==> config.mk <==
export PLATFORM = sky130hd
export DESIGN_NAME = bpsk_deframer
export DESIGN_NICKNAME = d
export VERILOG_FILES = /design/src/rtl/bpsk_frame_pkg.sv /design/src/rtl/bpsk_bit_sync.sv /design/src/rtl/bpsk_deframer.sv
export SDC_FILE = /design/constraint.sdc
export NUM_CORES = 1
export LEC_CHECK = 0
export ABC_AREA = 1
export BUFFER_PORTS_ARGS = -buffer_cell sky130_fd_sc_hd__buf_2
export CAP_MARGIN = 20
export CELL_PAD_IN_SITES_DETAIL_PLACEMENT = 1
export CELL_PAD_IN_SITES_GLOBAL_PLACEMENT = 1
export CORE_ASPECT_RATIO = 1.1
export CORE_MARGIN = 10
export CORE_UTILIZATION = 25
export CTS_CLUSTER_DIAMETER = 30
export CTS_CLUSTER_SIZE = 8
export DETAILED_ROUTE_END_ITERATION = 8
export PLACE_DENSITY_LB_ADDON = 0.1
export SLEW_MARGIN = 30
export SYNTH_ARGS = -nofsm -noshare
export SYNTH_HDL_FRONTEND = slang
export SYNTH_SLANG_ARGS = --single-unit
==> constraint.sdc <==
create_clock -name clk -period 1.96 [get_ports clk]
set_clock_uncertainty 0.15 [all_clocks]
set_input_delay 0.392 -clock clk [delete_from_list [all_inputs] [get_ports clk]]
set_output_delay 0.392 -clock clk [all_outputs]
set_load 0.02 [all_outputs]
==> src/rtl/bpsk_frame_pkg.sv <==
// Shared types and defaults for the BPSK receive deframer.
package bpsk_frame_pkg;

  localparam int SYNC_WIDTH = 16;
  localparam int BYTE_WIDTH = 8;

  localparam logic [SYNC_WIDTH-1:0] DEFAULT_SYNC_WORD       = 16'hD391;
  localparam int                    DEFAULT_SAMPLES_PER_BIT = 20;

  // Frame-level receive state: hunting for sync, then length, payload, checksum.
  typedef enum logic [1:0] {
    HUNT = 2'd0,
    LEN  = 2'd1,
    PAY  = 2'd2,
    CHK  = 2'd3
  } state_t;

endpackage

==> src/rtl/bpsk_bit_sync.sv <==
// Bit timing recovery: edge detect on the demodulated stream, a phase counter
// that re-aligns on every edge, and a mid-bit sample strobe.
module bpsk_bit_sync
  import bpsk_frame_pkg::*;
#(
  parameter int SAMPLES_PER_BIT = DEFAULT_SAMPLES_PER_BIT
) (
  input  logic clk,
  input  logic rst,
  input  logic en_i,
  input  logic bit_i,
  output logic strobe_o,
  output logic bit_o
);

  localparam int             PW     = $clog2(SAMPLES_PER_BIT);
  localparam logic [PW-1:0]  PH_MAX = PW'(SAMPLES_PER_BIT - 1);
  localparam logic [PW-1:0]  PH_MID = PW'(SAMPLES_PER_BIT / 2);
  localparam logic [PW-1:0]  PH_ONE = PW'(1);

  logic          bit_q;
  logic [PW-1:0] phase_q, phase_d;
  logic          edge_det;

  assign edge_det = (bit_i != bit_q);

  // An edge marks the start of a bit; otherwise free-run modulo one bit period.
  always_comb begin
    if (edge_det)              phase_d = PH_ONE;
    else if (phase_q == PH_MAX) phase_d = '0;
    else                        phase_d = phase_q + PH_ONE;
  end

  // Input register and phase counter.
  // NOTE: sequential state uses non-blocking assignments so every register
  // samples the pre-edge values; blocking here would create ordering races.
  always_ff @(posedge clk or posedge rst) begin
    if (rst) begin
      bit_q   <= 1'b0;
      phase_q <= '0;
    end else begin
      bit_q   <= bit_i;
      phase_q <= phase_d;
    end
  end

  // Strobe lands half a bit after the last edge; suppressed while disabled.
  assign strobe_o = en_i && (phase_q == PH_MID);
  assign bit_o    = bit_q;

endmodule

==> src/rtl/bpsk_deframer.sv <==
// BPSK receive deframer: bit sync, sync-word hunt, length / payload /
// checksum extraction. Optional build macro POLARITY_AUTO_EN adds detection
// of an inverted sync word and per-frame bit inversion (180 deg ambiguity).
module bpsk_deframer
  import bpsk_frame_pkg::*;
#(
  parameter int                    SAMPLES_PER_BIT = DEFAULT_SAMPLES_PER_BIT,
  parameter logic [SYNC_WIDTH-1:0] SYNC_WORD       = DEFAULT_SYNC_WORD
) (
  input  logic                  clk,
  input  logic                  rst,
  input  logic                  en,
  input  logic                  bit_in,
  output logic [BYTE_WIDTH-1:0] byte_out,
  output logic                  byte_valid,
  output logic                  sof,
  output logic                  eof,
  output logic                  chk_err,
  output logic                  locked,
  output logic                  polarity_inv
);

  logic strobe;
  logic bit_s;

  bpsk_bit_sync #(
    .SAMPLES_PER_BIT(SAMPLES_PER_BIT)
  ) u_bit_sync (
    .clk     (clk),
    .rst     (rst),
    .en_i    (en),
    .bit_i   (bit_in),
    .strobe_o(strobe),
    .bit_o   (bit_s)
  );

  state_t                  state_q, state_d;
  logic [SYNC_WIDTH-1:0]   sh_q, sh_d;
  logic [2:0]              bit_cnt_q, bit_cnt_d;
  logic [BYTE_WIDTH-1:0]   len_q, len_d;
  logic [BYTE_WIDTH-1:0]   cnt_q, cnt_d;
  logic [BYTE_WIDTH-1:0]   sum_q, sum_d;
  logic [BYTE_WIDTH-1:0]   byte_q, byte_d;
  logic                    valid_q, valid_d;
  logic                    sof_q, sof_d;
  logic                    eof_q, eof_d;
  logic                    chk_err_q, chk_err_d;
  logic                    pol_q, pol_d;

  logic                    in_bit;
  logic [SYNC_WIDTH-1:0]   rx_word;
  logic [BYTE_WIDTH-1:0]   rx_byte;

  // Hunt sees the raw bit; inside a frame the polarity correction applies.
  assign in_bit  = (state_q == HUNT) ? bit_s : (bit_s ^ pol_q);
  assign rx_word = {sh_q[SYNC_WIDTH-2:0], in_bit};
  assign rx_byte = rx_word[BYTE_WIDTH-1:0];

  // Next-state and output decode; the FSM only moves on a sample strobe.
  // NOTE: every variable gets a default at the top so no path leaves one
  // unassigned, which would otherwise infer a latch.
  always_comb begin
    state_d   = state_q;
    sh_d      = sh_q;
    bit_cnt_d = bit_cnt_q;
    len_d     = len_q;
    cnt_d     = cnt_q;
    sum_d     = sum_q;
    byte_d    = byte_q;
    pol_d     = pol_q;
    valid_d   = 1'b0;
    sof_d     = 1'b0;
    eof_d     = 1'b0;
    chk_err_d = 1'b0;

    if (!en) begin
      state_d   = HUNT;
      sh_d      = '0;
      bit_cnt_d = '0;
      pol_d     = 1'b0;
    end else if (strobe) begin
      sh_d = rx_word;
      case (state_q)
        HUNT: begin
          if (rx_word == SYNC_WORD) begin
            state_d   = LEN;
            sof_d     = 1'b1;
            pol_d     = 1'b0;
            bit_cnt_d = '0;
          end
`ifdef POLARITY_AUTO_EN
          else if (rx_word == ~SYNC_WORD) begin
            state_d   = LEN;
            sof_d     = 1'b1;
            pol_d     = 1'b1;
            bit_cnt_d = '0;
          end
`endif
        end
        LEN: begin
          bit_cnt_d = bit_cnt_q + 3'd1;
          if (bit_cnt_q == 3'd7) begin
            len_d   = rx_byte;
            sum_d   = rx_byte;
            cnt_d   = '0;
            state_d = (rx_byte == '0) ? CHK : PAY;
          end
        end
        PAY: begin
          bit_cnt_d = bit_cnt_q + 3'd1;
          if (bit_cnt_q == 3'd7) begin
            byte_d  = rx_byte;
            valid_d = 1'b1;
            sum_d   = sum_q + rx_byte;
            cnt_d   = cnt_q + 8'd1;
            if ((cnt_q + 8'd1) == len_q) state_d = CHK;
          end
        end
        CHK: begin
          bit_cnt_d = bit_cnt_q + 3'd1;
          if (bit_cnt_q == 3'd7) begin
            eof_d     = 1'b1;
            chk_err_d = (rx_byte != sum_q);
            sh_d      = '0;
            pol_d     = 1'b0;
            state_d   = HUNT;
          end
        end
        default: state_d = HUNT;
      endcase
    end
  end

  // Frame state and registered outputs.
  always_ff @(posedge clk or posedge rst) begin
    if (rst) begin
      state_q   <= HUNT;
      sh_q      <= '0;
      bit_cnt_q <= '0;
      len_q     <= '0;
      cnt_q     <= '0;
      sum_q     <= '0;
      byte_q    <= '0;
      valid_q   <= 1'b0;
      sof_q     <= 1'b0;
      eof_q     <= 1'b0;
      chk_err_q <= 1'b0;
      pol_q     <= 1'b0;
    end else begin
      state_q   <= state_d;
      sh_q      <= sh_d;
      bit_cnt_q <= bit_cnt_d;
      len_q     <= len_d;
      cnt_q     <= cnt_d;
      sum_q     <= sum_d;
      byte_q    <= byte_d;
      valid_q   <= valid_d;
      sof_q     <= sof_d;
      eof_q     <= eof_d;
      chk_err_q <= chk_err_d;
      pol_q     <= pol_d;
    end
  end

  assign byte_out   = byte_q;
  assign byte_valid = valid_q;
  assign sof        = sof_q;
  assign eof        = eof_q;
  assign chk_err    = chk_err_q;
  assign locked     = (state_q != HUNT);

`ifdef POLARITY_AUTO_EN
  assign polarity_inv = pol_q;
`else
  assign polarity_inv = 1'b0;
`endif

endmodule

=== Word-level counts from Yosys, hierarchy flattened ===
Index checks and enable logic that the tools add are counted.

* Bits in registers: 63
* Input port bits: 4

* Add/sub/neg operators: 4
* Equal/unequal tests: 19
* Muxes and demuxes: 46
* Bitwise operators: 1
* Reduce and logical (&&, ||, !) cells: 12

{| class="wikitable"
|+ Operator list
! operator !! count
|-
| 15-bit two-way mux || 4
|-
| 8-bit two-way mux || 4
|-
| 8-bit case mux with 2 select lines || 2
|-
| 1-bit two-way mux || 21
|-
| 16-bit == test, second input constant || 1
|-
| 2-bit two-way mux || 7
|-
| 3-bit inequality test, second input constant || 4
|-
| 4-bit AND reduction || 3
|-
| 5-bit two-way mux || 2
|-
| 3-bit two-way mux || 3
|-
| 8-bit by 1-bit adder with 8-bit output, second input constant || 1
|-
| 8-bit adder || 1
|-
| 8-bit == test || 1
|-
| 8-bit logical NOT || 1
|-
| 8-bit inequality test || 1
|-
| 2-bit case mux with 4 select lines || 1
|-
| 3-bit case mux with 2 select lines || 1
|-
| 6-bit AND reduction || 1
|-
| 5-bit by 1-bit adder with 5-bit output, second input constant || 1
|-
| 5-bit by 4-bit == test with 1-bit output, second input constant || 1
|-
| 5-bit == test, second input constant || 1
|-
| 5-bit AND reduction || 1
|-
| 2-bit == test, second input constant || 2
|-
| 2-bit inequality test, second input constant || 2
|-
| 14 further kinds || 15
|}

=== Logic depth before layout (Yosys ltp) ===
Gate-level depths: netlist (run 1).

* Word-level depth: 8
* Mapped depth: 13
* Depth with buffers taken out: 13

=== Modules after synthesis ===
Synthesis (run 1) repeated with hierarchy kept, for this count alone.

* Cell total of the unflattened synthesis: 399
* Area, all modules: 3330.7 um2

{| class="wikitable"
|+ Modules (own cells, without submodules)
! module !! times used !! cells an instance !! area each (um2) !! seq. area each (um2)
|-
| bpsk_deframer || 1 || 361 || 3019.1 || 1401.3
|-
| bpsk_bit_sync || 1 || 38 || 311.5 || 150.1
|}

=== Least setup slack after synthesis (run 1) ===
No wires, ideal clock.

* Path type: register to register
* Start point: reg u_bit_sync.bit_q, in the netlist u_bit_sync.bit_o
* End point: reg sum_q[6]
* Setup time: 123 ps
* Data arrival time: 1723 ps
* Required time: 1687 ps
* Slack: -36 ps
* Stages on the path, launching flop included: 13
* Buffers on the path: 0
* Path through: dfrtp_1 ha_1 inv_1 fa_1 nand3b_1 nand2_1 nand2_1 nand2_1 a21oi_1 nand2_1 nand2_1 o21ai_0 nand2_1

* Longest elaborated chain between the ends: 5

{| class="wikitable"
|+ RTL lines
! what !! RTL line !! RTL
|-
| start: declaration || bpsk_bit_sync.sv:21 || <nowiki>logic bit_q;</nowiki>
|-
| start signal: assignment || bpsk_bit_sync.sv:42 || <nowiki>bit_q <= bit_i;</nowiki>
|-
| 1-bit XOR || bpsk_deframer.sv:55 || <nowiki>assign in_bit = (state_q == HUNT) ? bit_s : (bit_s ^ pol_q);</nowiki>
|-
| 1-bit two-way mux (*) || bpsk_deframer.sv:55 ||
|-
| 8-bit adder (*) || bpsk_deframer.sv:114 || <nowiki>sum_d = sum_q + rx_byte;</nowiki>
|-
| 8-bit two-way mux (*) || bpsk_deframer.sv:111 || <nowiki>if (bit_cnt_q == 3'd7) begin</nowiki>
|-
| 8-bit case mux with 2 select lines (*) || bpsk_deframer.sv:83 || <nowiki>case (state_q)</nowiki>
|-
| end signal: assignment || bpsk_deframer.sv:155 || <nowiki>sum_q <= sum_d;</nowiki>
|-
| end: declaration || bpsk_deframer.sv:42 || <nowiki>logic [BYTE_WIDTH-1:0] sum_q, sum_d;</nowiki>
|}

Mark *: on every way between the ends. The rest lies on a longest branch, timed or not. The select of a mux whose other input is x is not followed.
A chain may end at the register's enable or synchronous reset.

=== Worst setup path after layout (run 1) ===
Ends and elaborated chain as after synthesis.

==> results of run 1 <==
stage by stage:
step / instances / util / setup TNS, ns / cell area (um2)
finish: 619 / 0.331 / 0 / 4350
global route: 619 / 0.331 / -0.250 / 4350
CTS: 611 / 0.317 / 0 / 4170
detailed placement: 594 / 0.291 / -0.0832 / 3830
global placement: 594 / 0.291 / -0.0101 / 3830
floorplan: 397 / - / 0 / 3350
flip-flops by register name (all words and copies together), names as in the netlist:
| register | cells |
|---|---|
| sh_q | 15 |
| byte_out | 8 |
| cnt_q | 8 |
| len_q | 8 |
| sum_q | 8 |
| u_bit_sync.phase_q | 5 |
| bit_cnt_q | 3 |
| state_q | 2 |
| byte_valid | 1 |
| chk_err | 1 |
| eof | 1 |
| sof | 1 |
| u_bit_sync.bit_o | 1 |
final cells by class:
class,count,area [um2],area share
inverters,47,185,0.0426
well taps,161,201,0.0463
multi-input cells,276,1690,0.387
repair buffers,58,435,0.100
flip-flops and latches,62,1550,0.357
clock buffers,11,243,0.0558
clock inverters,4,47.5,0.0109
power breakdown:
| part | switching, W | internal (W) |
|---|---|---|
| clock | 0.000580 | 0.00101 |
| sequential | 0.0000686 | 0.00135 |
| combinational | 0.000388 | 0.000232 |
per-layer routing:
layer	vias up	wire (um)	track usage
met5	-	0	0
met4	0	187	0.0504
met3	12	179	0.0220
met2	20	5200	0.194
met1	1410	4190	0.127
li1	1440	-	-
how the worst min path moves through the flow:
stage                startpoint                     to  slack [ns]  cells after the start
floorplan                bit_in       u_bit_sync.bit_o        0.27                      0
global placement    byte_out[2]            byte_out[2]        0.32                      2
detailed placement  byte_out[3]            byte_out[3]        0.33                      2
CTS                         rst  u_bit_sync.phase_q[0]        0.01                      3
global route                rst  u_bit_sync.phase_q[3]        0.03                      3
finish                      rst  u_bit_sync.phase_q[1]      -0.003                      3
Yosys cell counts, types with 5 or more instances:
cell type | count | area [um2]
nand2_1 | 96 | 360
dfrtp_1 | 62 | 1550
inv_1 | 42 | 158
nand3_1 | 42 | 210
o21ai_0 | 29 | 145
nor2_1 | 22 | 82.6
ha_1 | 17 | 213
a21oi_1 | 11 | 55.1
o32ai_1 | 8 | 70.1
nand4_1 | 7 | 43.8
clkbuf_1 | 5 | 18.8
o21ai_1 | 5 | 25.0
xnor2_1 | 5 | 43.8
worst max-delay path, stage by stage, from the launching register on:
cell and delay (ns):
dfrtp_1 0.36, ha_2 0.19, inv_2 0.04, fa_2 0.34
nand3b_1 0.18, nand2_2 0.09, nand2_2 0.06, nand2_2 0.07
a21oi_2 0.05, nand2_1 0.06, nand2_1 0.05, o21ai_1 0.11
nand2_1 0.06
what timing repair did:
action / 4_1_cts / 5_1_grt
setup buffers: 2 / 8
hold endpoints to repair: 0 / 0
pin swaps: 4 / 16
endpoints found under the setup margin: 7 / 27
gates resized for setup: 8 / 31
kinds of logic after synthesis:
family / Yosys count / share of synthesized area
AOI/OAI and AO/OA: 65 / 0.114
xor gates and xnor gates: 8 / 0.0210
adders and majority gates: 18 / 0.0696
buffers and inverters: 59 / 0.0741
DFF: 62 / 0.464
other: 1 / 0.00112
and+or+nand+nor: 184 / 0.256
==> qor.csv, run 1 <==
metric,value,unit
wl_per_cell,15.7,um
die-area,18400,um2
clk-insertion-delay-late,0.33,ns
core,13200,um2
path_max_fanout,2,
r2r_end,sum_q[6],
violations,negative hold slack,
dr.pass1.iters,4,
ant_nets,0,
fill_cells,1534,
worst_slack,0.0417,ns
hold_violations,4,
rr_startpoint,u_bit_sync.bit_o,
final_cell_mix,"nand2_1 (89), dfrtp_1 (61), inv_1 (38), buf_4 (36), nand3_1 (35)",
syn_area,3340,um2
gr-total-overflow,0,
cts_buffer_depth,2,
antenna_found_initial,0,
syn_area_per_cell,8.42,um2
drive_above_1_share,0.264,
drt_iter0_markers,83,
crit_path_start,u_bit_sync.bit_o,
hold_buffers,0,
worstRegToRegCells,12,
critPathLaunchType,flop,
vias,2882,
status,"finished, violations left",
fp.dieH,141,um
antenna_cells,0,
max_cap_violations,0,
dp_hpwl,7.11,mm
grt_pass1_wl,15.8,mm
hold_ws,-0.00326,ns
power_density,834,nW/um2
syn_nets,419,
htreeDepth,3,
fin_nets,476,
seq_area_frac_synth,0.464,
end_kind,flop,
regToRegSetupSlack,0.04,ns
drc,0,
max_freq,521,MHz
postSynthCellCount,397,
ys_ff_latch,62,
root_buffer,clkbuf_16,
rsz0062_at_grt,true,
final.min_clock_period,1.92,ns
grt.total_usage,0.111,
finalWirelength,9.75,mm
crit_arrival,1.99,ns
drv_slew,0,
power,0.00363,W
hold_path_class,in -> async,
crit_required,2.03,ns
ys.flop_type,dfrtp_1,
total_leakage_power,2.06,nW
period_share,0.979,
worstSetupPathType,reg -> reg,
std_cell_rows,44,
numCtsBuffers,9,
clk_pin_slew,0.05,ns
start_util,0.254,
gp_congestion,0.783,
synth_edf_count,0,
pin_count,18,
cts_tree,done,
grt_pass1_vias,3053,
die_w,130,um
crit_end,sum_q[6],
final_common_cell,nand2_1,
pre_cts_slack,-0.0301,ns
synthArstFlopShare,1.00,
grt_max_degree,63,
via_per_inst,4.66,
ys_types,35,
cts.sinks,62,
ir_drop,0.459,mV
areaGrowthSynthToFinish,30.1,%
port_buffers,16,
setup_viol,0,
synth-warning-count,0,
(Power assumes the default switching activity.)
==> run 2, diff against run 1 <==
--- a/config.mk
+++ b/config.mk
@@ -11,7 +11,7 @@
 export CELL_PAD_IN_SITES_DETAIL_PLACEMENT = 1
 export CELL_PAD_IN_SITES_GLOBAL_PLACEMENT = 1
 export CORE_ASPECT_RATIO = 1.1
-export CORE_MARGIN = 10
+export CORE_MARGIN = 4
 export CORE_UTILIZATION = 25
 export CTS_CLUSTER_DIAMETER = 30
 export CTS_CLUSTER_SIZE = 8
==> run 2 against run 1 <==
  * The run ends with negative setup slack left
  * Largest cell class unchanged
  * Worst setup slack worse by 0.093 ns
  * Die area is 17% lower
  * Combinational power is 11% higher
  * Count of clock-buffer cells in the layout is 2 higher
  * Final cell count is 1.3% higher
  * Critical endpoint is now sum_q[4]
  * Via count is 0.35% lower
  * Critical path depth stayed put
  * Clock power is 7% lower
==> qor.csv, run 2 (synthesis gave the netlist of run 1 again) <==
metric,value,unit,change
finalWirelength,9.72,mm,was 9.75 mm
vias,2872,,was 2882
final.min_clock_period,2.01,ns,was 1.92 ns
cts.sinks,62,,unchanged
wl_per_cell,15.5,um,was 15.7 um
hold_path_class,in -> async,,unchanged
grt_pass1_wl,16.2,mm,was 15.8 mm
htreeDepth,3,,unchanged
die-area,15300,um2,was 18400 um2
fill_cells,1563,,was 1534
period_share,1.03,,was 0.979
status,"finished, violations left",,unchanged
drive_above_1_share,0.279,,was 0.264
clkPwrFrac,0.413,,was 0.437
hold_buffers,0,,unchanged
power,0.00358,W,was 0.00363 W
fp.dieH,129,um,was 141 um
hold_violations,0,,was 4
final_common_cell,nand2_1,,unchanged
dr.pass1.iters,4,,unchanged
hold_ws,0.00311,ns,was -0.00326 ns
cts_tree,done,,unchanged
setup_viol,2,,was 0
drt_iter0_markers,114,,was 83
clk-insertion-delay-late,0.34,ns,was 0.33 ns
sw_frac_of_total,0.299,,was 0.286
drv_slew,0,,unchanged
fin_nets,483,,was 476
gp_congestion,0.750,,was 0.783
worstSetupPathType,reg -> reg,,unchanged
multiInputGateArea,1710,um2,was 1690 um2
antenna_found_initial,0,,unchanged
cts_buffer_depth,2,,unchanged
final_util,0.336,,was 0.331
regArea,1550,um2,about the same
p_seq_frac,0.394,,was 0.392
worst_slack,-0.0513,ns,was 0.0417 ns
crit_arrival,2.09,ns,was 1.99 ns
gr-total-overflow,0,,unchanged
ir_drop,0.337,mV,was 0.459 mV
p_int,0.00251,W,was 0.00259 W
path_max_fanout,2,,unchanged
numCtsBuffers,9,,unchanged
drc,0,,unchanged
port_buffers,16,,unchanged
pin_count,18,,unchanged
grt_pass1_vias,3083,,was 3053
crit_required,2.04,ns,was 2.03 ns
dp_hpwl,7.19,mm,was 7.11 mm
areaGrowthSynthToFinish,32.0,%,was 30.1%
root_buffer,clkbuf_16,,unchanged
grt.total_usage,0.137,,was 0.111
largest_reg_flops,15,,unchanged
clk_pin_slew,0.06,ns,was 0.05 ns
via_per_inst,4.58,,was 4.66
grt_max_degree,63,,unchanged
die_w,118,um,was 130 um
ant_nets,0,,unchanged
violations,negative setup slack,,was negative hold slack
pre_cts_slack,-0.112,ns,was -0.0301 ns
std_cell_rows,44,,unchanged
top_register,sh_q,,unchanged
antenna_cells,0,,unchanged
max_cap_violations,0,,unchanged
power_density,811,nW/um2,was 834 nW/um2
start_util,0.254,,unchanged
critPathLaunchType,flop,,unchanged
rsz0062_at_grt,true,,unchanged
total_leakage_power,2.10,nW,was 2.06 nW
core,13200,um2,unchanged
switchingPower,0.00107,W,was 0.00104 W
max_freq,497,MHz,was 521 MHz
combPwrFrac,0.192,,was 0.171
end_kind,flop,,unchanged
setup-tns-final,-0.0702,ns,was 0 ns
final_cell_mix,"nand2_1 (88), dfrtp_1 (62), buf_4 (41), inv_1 (40), nand3_1 (34)",,"was nand2_1 (89), dfrtp_1 (61), inv_1 (38), buf_4 (36), nand3_1 (35)"
## run 2: cell count changes in the layout (fill, tap and decap cells not counted), sizes merged
| cell | change |
|---|---|
| buf | +7 |
| clkinvlp | +1 |
| clkinv | -1 |
| clkbuf | +2 |
| bufinv | -1 |
## run 2: stage by stage
stage | cells | area [um2]
after floorplan | 397 | 3350
after global placement | 599 | 3870
after detailed placement | 599 | 3870
after CTS | 620 | 4190
after global routing | 627 | 4420
final | 627 | 4420
## run 2: area by class of cell
class | count | share of cell area
clock buffer | 13 | 0.0567
clock inverter | 3 | 0.00453
inverter | 47 | 0.0419
multi-input combinational | 276 | 0.388
sequential | 62 | 0.351
tap | 161 | 0.0456
timing repair buffer | 65 | 0.112
## run 2: power groups by stage
stage | Sequential (W) | Clock [W] | Combinational, W
floorplan | 0.00142 | 0 | 0.000407
global placement | 0.00143 | 0 | 0.000622
detailed placement | 0.00143 | 0 | 0.000627
CTS | 0.00141 | 0.00154 | 0.000640
global route | 0.00142 | 0.00159 | 0.000790
finish | 0.00141 | 0.00148 | 0.000688
## run 2: path summary, 6_finish.rpt
kind | startpoint | end | slack, ns | cells past startpoint
setup / recovery | u_bit_sync.bit_o | sum_q[4] | -0.05 | 12
max in group asynchronous | rst | sum_q[6] | 1.38 | 3
setup reg to reg | u_bit_sync.bit_o | sum_q[4] | -0.05 | 12
hold reg to reg | byte_out[3] | byte_out[3] | 0.33 | 2
min in group clk | bit_in | u_bit_sync.bit_o | 0.05 | 1
hold / removal | rst | byte_out[1] | 0.003 | 3
## run 2: timing repair
item / in CTS / in global routing
endpoints found under the hold margin: 0 / 0
buffers inserted: 5 / 7
pin swaps: 9 / 24
endpoints found under the setup margin: 2 / 22
gates resized for setup: 4 / 41
## run 2: layer usage
metal / routed length (um) / share of wire / global-route usage / vias to the layer above
met5: 0 / 0 / 0 / -
met4: 227 / 0.023 / 0.0683 / 0
met3: 214 / 0.022 / 0.0249 / 14
met2: 5020 / 0.52 / 0.240 / 25
met1: 4260 / 0.44 / 0.163 / 1385
li1: - / - / - / 1448
## run 2: critical path, cell delays in order, from the launching register on
cell and delay (ns):
dfrtp_1 0.39, ha_2 0.21, inv_2 0.05, fa_2 0.34, nand3b_1 0.16, nand2_1 0.09
nand2_2 0.06, buf_4 0.13, buf_6 0.11, nand2_4 0.04, o22ai_2 0.05, nand2_1 0.07
nand2_1 0.04
